## config.mk

```make
export PLATFORM = sky130hd
export DESIGN_NAME = ddd_ctrl
export DESIGN_NICKNAME = d
export VERILOG_FILES = /design/src/rtl/ddd_ctrl.sv
export SDC_FILE = /design/constraint.sdc
export NUM_CORES = 1
export LEC_CHECK = 0
export CORE_MARGIN = 3
export CORE_UTILIZATION = 30
export DETAILED_ROUTE_END_ITERATION = 16
export GPL_TIMING_DRIVEN = 0
export RECOVER_POWER = 100
export SYNTH_ARGS = -nofsm -noshare
export SYNTH_HDL_FRONTEND = slang
export SYNTH_SLANG_ARGS = --single-unit
export TNS_END_PERCENT = 1
```

## constraint.sdc

```tcl
create_clock -name clock -period 2 [get_ports clock]
set_input_delay 0.3 -clock clock [delete_from_list [all_inputs] [get_ports clock]]
set_output_delay 0.3 -clock clock [all_outputs]
set_load 0.02 [all_outputs]
```

## src/rtl/ddd_ctrl.sv

```systemverilog
// ddd_ctrl: arbitrates VME and automatic delay-chip program requests, drives
// the programmer through start/busy handshakes, retries failed verifies and
// aborts on timeout.
// Ports:
//   clock, gbl_reset          - system clock, synchronous active-high reset
//   vme_req/vme_delay/vme_oe  - VME request pulse and settings
//   auto_req/auto_delay/auto_oe - automatic request pulse and settings
//   ddd_start/ddd_delay/ddd_oe - programmer command (registered)
//   ddd_busy/ddd_verify_ok    - programmer status
//   ctrl_busy, done, ok, owner, retry_cnt, err_timeout, err_verify - status
module ddd_ctrl #(
  parameter int unsigned MXRETRY = 3,
  parameter int unsigned MXTMO   = 10
) (
  input  logic        clock,
  input  logic        gbl_reset,
  input  logic        vme_req,
  input  logic [15:0] vme_delay,
  input  logic [3:0]  vme_oe,
  input  logic        auto_req,
  input  logic [15:0] auto_delay,
  input  logic [3:0]  auto_oe,
  output logic        ddd_start,
  output logic [15:0] ddd_delay,
  output logic [3:0]  ddd_oe,
  input  logic        ddd_busy,
  input  logic        ddd_verify_ok,
  output logic        ctrl_busy,
  output logic        done,
  output logic        ok,
  output logic        owner,
  output logic [1:0]  retry_cnt,
  output logic        err_timeout,
  output logic        err_verify
);

  localparam int unsigned RW = 2;
  localparam logic [RW-1:0]    RETRY_MAX = RW'(MXRETRY);
  // Last in-window count: expiry lands DONE exactly 2**MXTMO-1 cycles after START entry.
  localparam logic [MXTMO-1:0] TMO_LAST  = MXTMO'((2**MXTMO) - 2);

  typedef enum logic [2:0] {
    S_IDLE, S_GRANT, S_START, S_RUN, S_CHECK, S_DONE
  } state_e;

  state_e            state_q;
  logic              vme_pend_q, auto_pend_q;
  logic              vme_pend_d, auto_pend_d;
  logic              sel_q;
  logic              last_q;
  logic [MXTMO-1:0]  tmo_q;
  logic              tmo_exp;
  logic              pick;
  logic              ddd_start_q, ctrl_busy_q, done_q, ok_q, owner_q;
  logic              err_timeout_q, err_verify_q;
  logic [RW-1:0]     retry_q;
  logic [15:0]       ddd_delay_q;
  logic [3:0]        ddd_oe_q;

  // A new pulse always wins over the grant-time clear so a request made while
  // being served is queued again.
  always_comb begin
    vme_pend_d  = vme_req  | (vme_pend_q  & ~((state_q == S_GRANT) & ~sel_q));
    auto_pend_d = auto_req | (auto_pend_q & ~((state_q == S_GRANT) &  sel_q));
  end

  // Round-robin: on a tie, grant whoever was not the last owner.
  assign pick    = auto_pend_q & (~vme_pend_q | ~last_q);
  assign tmo_exp = (tmo_q == TMO_LAST);

  // Controller FSM with registered outputs.
  always_ff @(posedge clock) begin
    if (gbl_reset) begin
      state_q       <= S_IDLE;
      vme_pend_q    <= 1'b0;
      auto_pend_q   <= 1'b0;
      sel_q         <= 1'b0;
      last_q        <= 1'b1;
      tmo_q         <= '0;
      ddd_start_q   <= 1'b0;
      ctrl_busy_q   <= 1'b0;
      done_q        <= 1'b0;
      ok_q          <= 1'b0;
      owner_q       <= 1'b0;
      err_timeout_q <= 1'b0;
      err_verify_q  <= 1'b0;
      retry_q       <= '0;
      ddd_delay_q   <= 16'h0;
      ddd_oe_q      <= 4'h0;
    end else begin
      vme_pend_q  <= vme_pend_d;
      auto_pend_q <= auto_pend_d;
      done_q      <= 1'b0;
      case (state_q)
        S_IDLE: begin
          if (vme_pend_q || auto_pend_q) begin
            sel_q       <= pick;
            ctrl_busy_q <= 1'b1;
            state_q     <= S_GRANT;
          end
        end
        S_GRANT: begin
          owner_q     <= sel_q;
          last_q      <= sel_q;
          ddd_delay_q <= sel_q ? auto_delay : vme_delay;
          ddd_oe_q    <= sel_q ? auto_oe : vme_oe;
          retry_q     <= '0;
          tmo_q       <= '0;
          ddd_start_q <= 1'b1;
          state_q     <= S_START;
        end
        S_START: begin
          if (ddd_busy) begin
            ddd_start_q <= 1'b0;
            tmo_q       <= tmo_q + MXTMO'(1);
            state_q     <= S_RUN;
          end else if (tmo_exp) begin
            ddd_start_q   <= 1'b0;
            done_q        <= 1'b1;
            ok_q          <= 1'b0;
            err_timeout_q <= 1'b1;
            err_verify_q  <= 1'b0;
            state_q       <= S_DONE;
          end else begin
            tmo_q <= tmo_q + MXTMO'(1);
          end
        end
        S_RUN: begin
          if (!ddd_busy) begin
            state_q <= S_CHECK;
          end else if (tmo_exp) begin
            done_q        <= 1'b1;
            ok_q          <= 1'b0;
            err_timeout_q <= 1'b1;
            err_verify_q  <= 1'b0;
            state_q       <= S_DONE;
          end else begin
            tmo_q <= tmo_q + MXTMO'(1);
          end
        end
        S_CHECK: begin
          if (ddd_verify_ok) begin
            done_q        <= 1'b1;
            ok_q          <= 1'b1;
            err_timeout_q <= 1'b0;
            err_verify_q  <= 1'b0;
            state_q       <= S_DONE;
          end else if (retry_q < RETRY_MAX) begin
            retry_q     <= retry_q + RW'(1);
            tmo_q       <= '0;
            ddd_start_q <= 1'b1;
            state_q     <= S_START;
          end else begin
            done_q        <= 1'b1;
            ok_q          <= 1'b0;
            err_timeout_q <= 1'b0;
            err_verify_q  <= 1'b1;
            state_q       <= S_DONE;
          end
        end
        S_DONE: begin
          ctrl_busy_q <= 1'b0;
          state_q     <= S_IDLE;
        end
        default: begin
          ddd_start_q <= 1'b0;
          ctrl_busy_q <= 1'b0;
          state_q     <= S_IDLE;
        end
      endcase
    end
  end

  assign ddd_start   = ddd_start_q;
  assign ddd_delay   = ddd_delay_q;
  assign ddd_oe      = ddd_oe_q;
  assign ctrl_busy   = ctrl_busy_q;
  assign done        = done_q;
  assign ok          = ok_q;
  assign owner       = owner_q;
  assign retry_cnt   = retry_q;
  assign err_timeout = err_timeout_q;
  assign err_verify  = err_verify_q;

endmodule

```

==> metrics.md <==
| Metric | Value |
|---|---|
| Total track usage | `14.52%` |
| Port Buffers | `73` |
| Clock buffer count from CTS | `5` |
| Die Height | `93.89 um` |
| GPL Wtd Cong | `0.8072` |
| Fmax | `0.5343 GHz` |
| EDFF count, synth | `0` |
| Ordered list of cells on the worst path | `ha_1, and4_1, nand4_1, o21a_1, a2111oi_0` |
| Final ANT Viol Nets | `0` |
| Vias in the first global route | `2156` |
| Slowest stage delay, CP | `0.45 ns` |
| Sequential-to-total area share from yosys stat | `39.74%` |
| Comb pwr share | `35.8%` |
| Yosys synthesis warning count | `0` |
| Clock power share | `22.1%` |
| Critical Path RT | `2.19 ns` |
| Worst hold slack | `0.3840 ns` |
| Design area | `3292 um^2` |
| Core area | `7370 um^2` |
| Peak VDD IR | `0.2825 mV` |
| Number of synthesized register bits | `46` |
| Hold_sp | `ddd_busy` |
| Clk_lat worst skew | `0.31 ns` |
| First-pass DRT Iterations | `4` |
| Layout cells sized above 1 | `7.558%` |
| Final net count | `392` |
| Sequential share of power | `42.1%` |
| Mapped Cells | `261` |
| Dominant register cell in the synthesized netlist | `dfxtp_1` |
| Post-DP Area | `3172 um^2` |
| Number of antenna violations at the first check in global routing | `0` |
| Per-cell routed wire length | `13.85 um` |
| Inserted Diodes | `0` |
| Post-DP HPWL | `4486 um` |
| Final Hold Vio Count | `0` |
| Post-synthesis cell area | `2317 um^2` |
| IO Pins | `75` |
| Clock root buffer | `clkbuf_8` |
| Pwr Density | `797.0 nW/um^2` |
| Drt total wl | `6136 um` |
| Pins Over Slew Limit | `0` |
| Leakage Power | `1.200 nW` |
| Yosys cell types | `57` |
| Cell Rows | `31` |
| Vias per cell | `5.081` |
| Sw Ratio | `35.20%` |
| CP startpoint kind | `register` |
| Final Cycle Share | `93.57%` |
| Total die area | `8814 um^2` |
| Worst setup path startpoint | `tmo_q[1]` |
| TritonCTS clock tree | `done` |
| Largest net degree at the start of global routing | `15` |
| Switching pwr | `0.9235 mW` |
| Largest fanout on the critical path | `7` |
| Critical R2R Launch | `tmo_q[1]` |
| Post-layout util | `44.67%` |
| Via Count | `2251` |
| Hold_buf cts | `0` |
| Initial DRC count | `86` |
| Drc violations | `0` |
| Crit path DAT | `2.06 ns` |
| Syn Area/Cell | `8.878 um^2` |
| RSZ-0062 raised after global routing | `no` |
| Slew headroom | `53.64%` |
| Status | `finished clean` |
| Synthesized Nets | `310` |
| Power Total | `2.624 mW` |
| Starting Density | `31.44%` |
| Internal | `1.700 mW` |
| Tmin final | `1.871 ns` |
| Setup crit end kind | `register` |
| Critical path class | `reg2reg` |
| Area growth from synthesis to layout | `42.06%` |
| First-pass GRT wire length | `10250 um` |
| Die width | `93.89 um` |
| Longest Clk Path Bufs | `2` |
| Worst Skew | `0.01418 ns` |
| Clk sinks | `46` |
| Slowest CP cell | `dfxtp_1` |
| Worst-path clk slew | `0.08 ns` |
| FFs w/ async S/R, synth | `0%` |
| Worst-Margin Slew | `0.6954 ns` |
| Max cap viols | `0` |
| Grt ovf | `0` |
| Hold Path Class | `in2reg` |
| Final setup viols | `0` |
| H-tree level count | `2` |
worst max-delay path: cells and delay by family (launching register included):
| family | cells | cell delay, ns |
|---|---|---|
| DFF | 1 | 0.45 |
| AOI/OAI and AO/OA | 2 | 0.59 |
| and+or+nand+nor | 2 | 0.51 |
| adders and majority gates | 1 | 0.21 |
cells by family (layout without fill, tap and decap cells):
group / Yosys count / count (layout) / synth area share [%]
adder cells (fa/ha/maj): 3 / 3 / 1.620
AO/OA/AOI/OAI: 79 / 79 / 24.95
AND/OR/NAND/NOR: 85 / 85 / 19.44
buffers and inverters: 25 / 108 / 4.427
flip-flops: 46 / 46 / 39.74
XOR/XNOR: 2 / 2 / 0.7561
multiplexers: 21 / 21 / 9.071
synthesized netlist by cell type (all sizes together), types with 5 or more instances:
| master | instances | area, um^2 |
|---|---|---|
| dfxtp | 46 | 920.9 |
| nor2 | 33 | 126.4 |
| a211oi | 22 | 165.2 |
| mux2i | 21 | 210.2 |
| a21oi | 19 | 95.09 |
| clkbuf | 12 | 45.04 |
| nand2 | 10 | 37.54 |
| buf | 8 | 38.78 |
| nand3 | 8 | 40.04 |
| nor3 | 8 | 40.04 |
| a31oi | 5 | 31.28 |
| inv | 5 | 18.77 |
metal layers:
metal	up-vias	track usage [%]	part of all wire, %
li1	1140	-	-
met1	1045	18.75	45
met2	58	21.82	45
met3	8	5.689	8.4
met4	0	5.295	1.5
met5	-	0	0
power groups by stage:
stage | clock network [mW] | registers, mW | logic [mW]
2_1_floorplan | 0 | 1.22 | 0.476
3_3_place_gp | 0 | 1.12 | 0.958
3_5_place_dp | 0 | 1.13 | 0.958
4_1_cts | 0.602 | 1.11 | 0.961
5_1_grt | 0.632 | 1.12 | 1.04
6_report | 0.581 | 1.10 | 0.939
repair_timing:
action,CTS,global route
resized for setup,0,4
hold endpoints to repair,0,0
endpoints found under the setup margin,0,6
setup buffers,0,2
placed cells by master (no fill, tap or decap), types with 4 or more instances in the layout:
master           Yosys  layout
nand3_1              8       8
buf_2                7       5
nor2_1              32      32
nor3_1               8       8
clkbuf_1            12      14
o21ai_0              4       4
a31oi_1              5       5
clkbuf_8             0       5
clkdlybuf4s50_1      0      43
dfxtp_1             46      46
mux2i_1             21      21
nand2_1             10      10
dlygate4sd3_1        0      30
a21oi_1             19      19
a211oi_1            22      22
inv_1                5       5
through the flow:
step,instances,setup TNS (ns),setup WS [ns]
floorplan,261,0,0.2274
finish,443,0,0.1285
CTS,441,0,0.09617
global placement,433,-0.2344,-0.08629
detailed placement,433,-0.1858,-0.08200
global route,443,0,0.008582
registers in the layout (all words and copies together), names as in the netlist:
signal,cells
ok,1
ctrl_busy,1
err_verify,1
last_q,1
ddd_oe,4
err_timeout,1
done,1
tmo_q,10
state_q,3
ddd_delay,16
retry_cnt,2
owner,1
sel_q,1
auto_pend_q,1
vme_pend_q,1
ddd_start,1
final cells by class:
| type | count | area, um^2 |
|---|---|---|
| well taps | 99 | 123.9 |
| clock inverters | 2 | 13.76 |
| repair buffers | 75 | 745.7 |
| plain buffers | 20 | 86.33 |
| clock buffers | 6 | 72.57 |
| inverters | 5 | 18.77 |
| flip-flops and latches | 46 | 920.9 |
| multi-input cells | 190 | 1310 |
| fillers | 749 | 4078 |
worst paths after layout:
check,to,slack [ns],cells after the start
worst max-delay path,tmo_q[9],0.13,5
worst min-delay path,state_q[0],0.38,3
worst max register to register,tmo_q[9],0.13,5
worst min register to register,err_timeout,0.44,2
No activity file was read; power rests on OpenSTA's default activity.
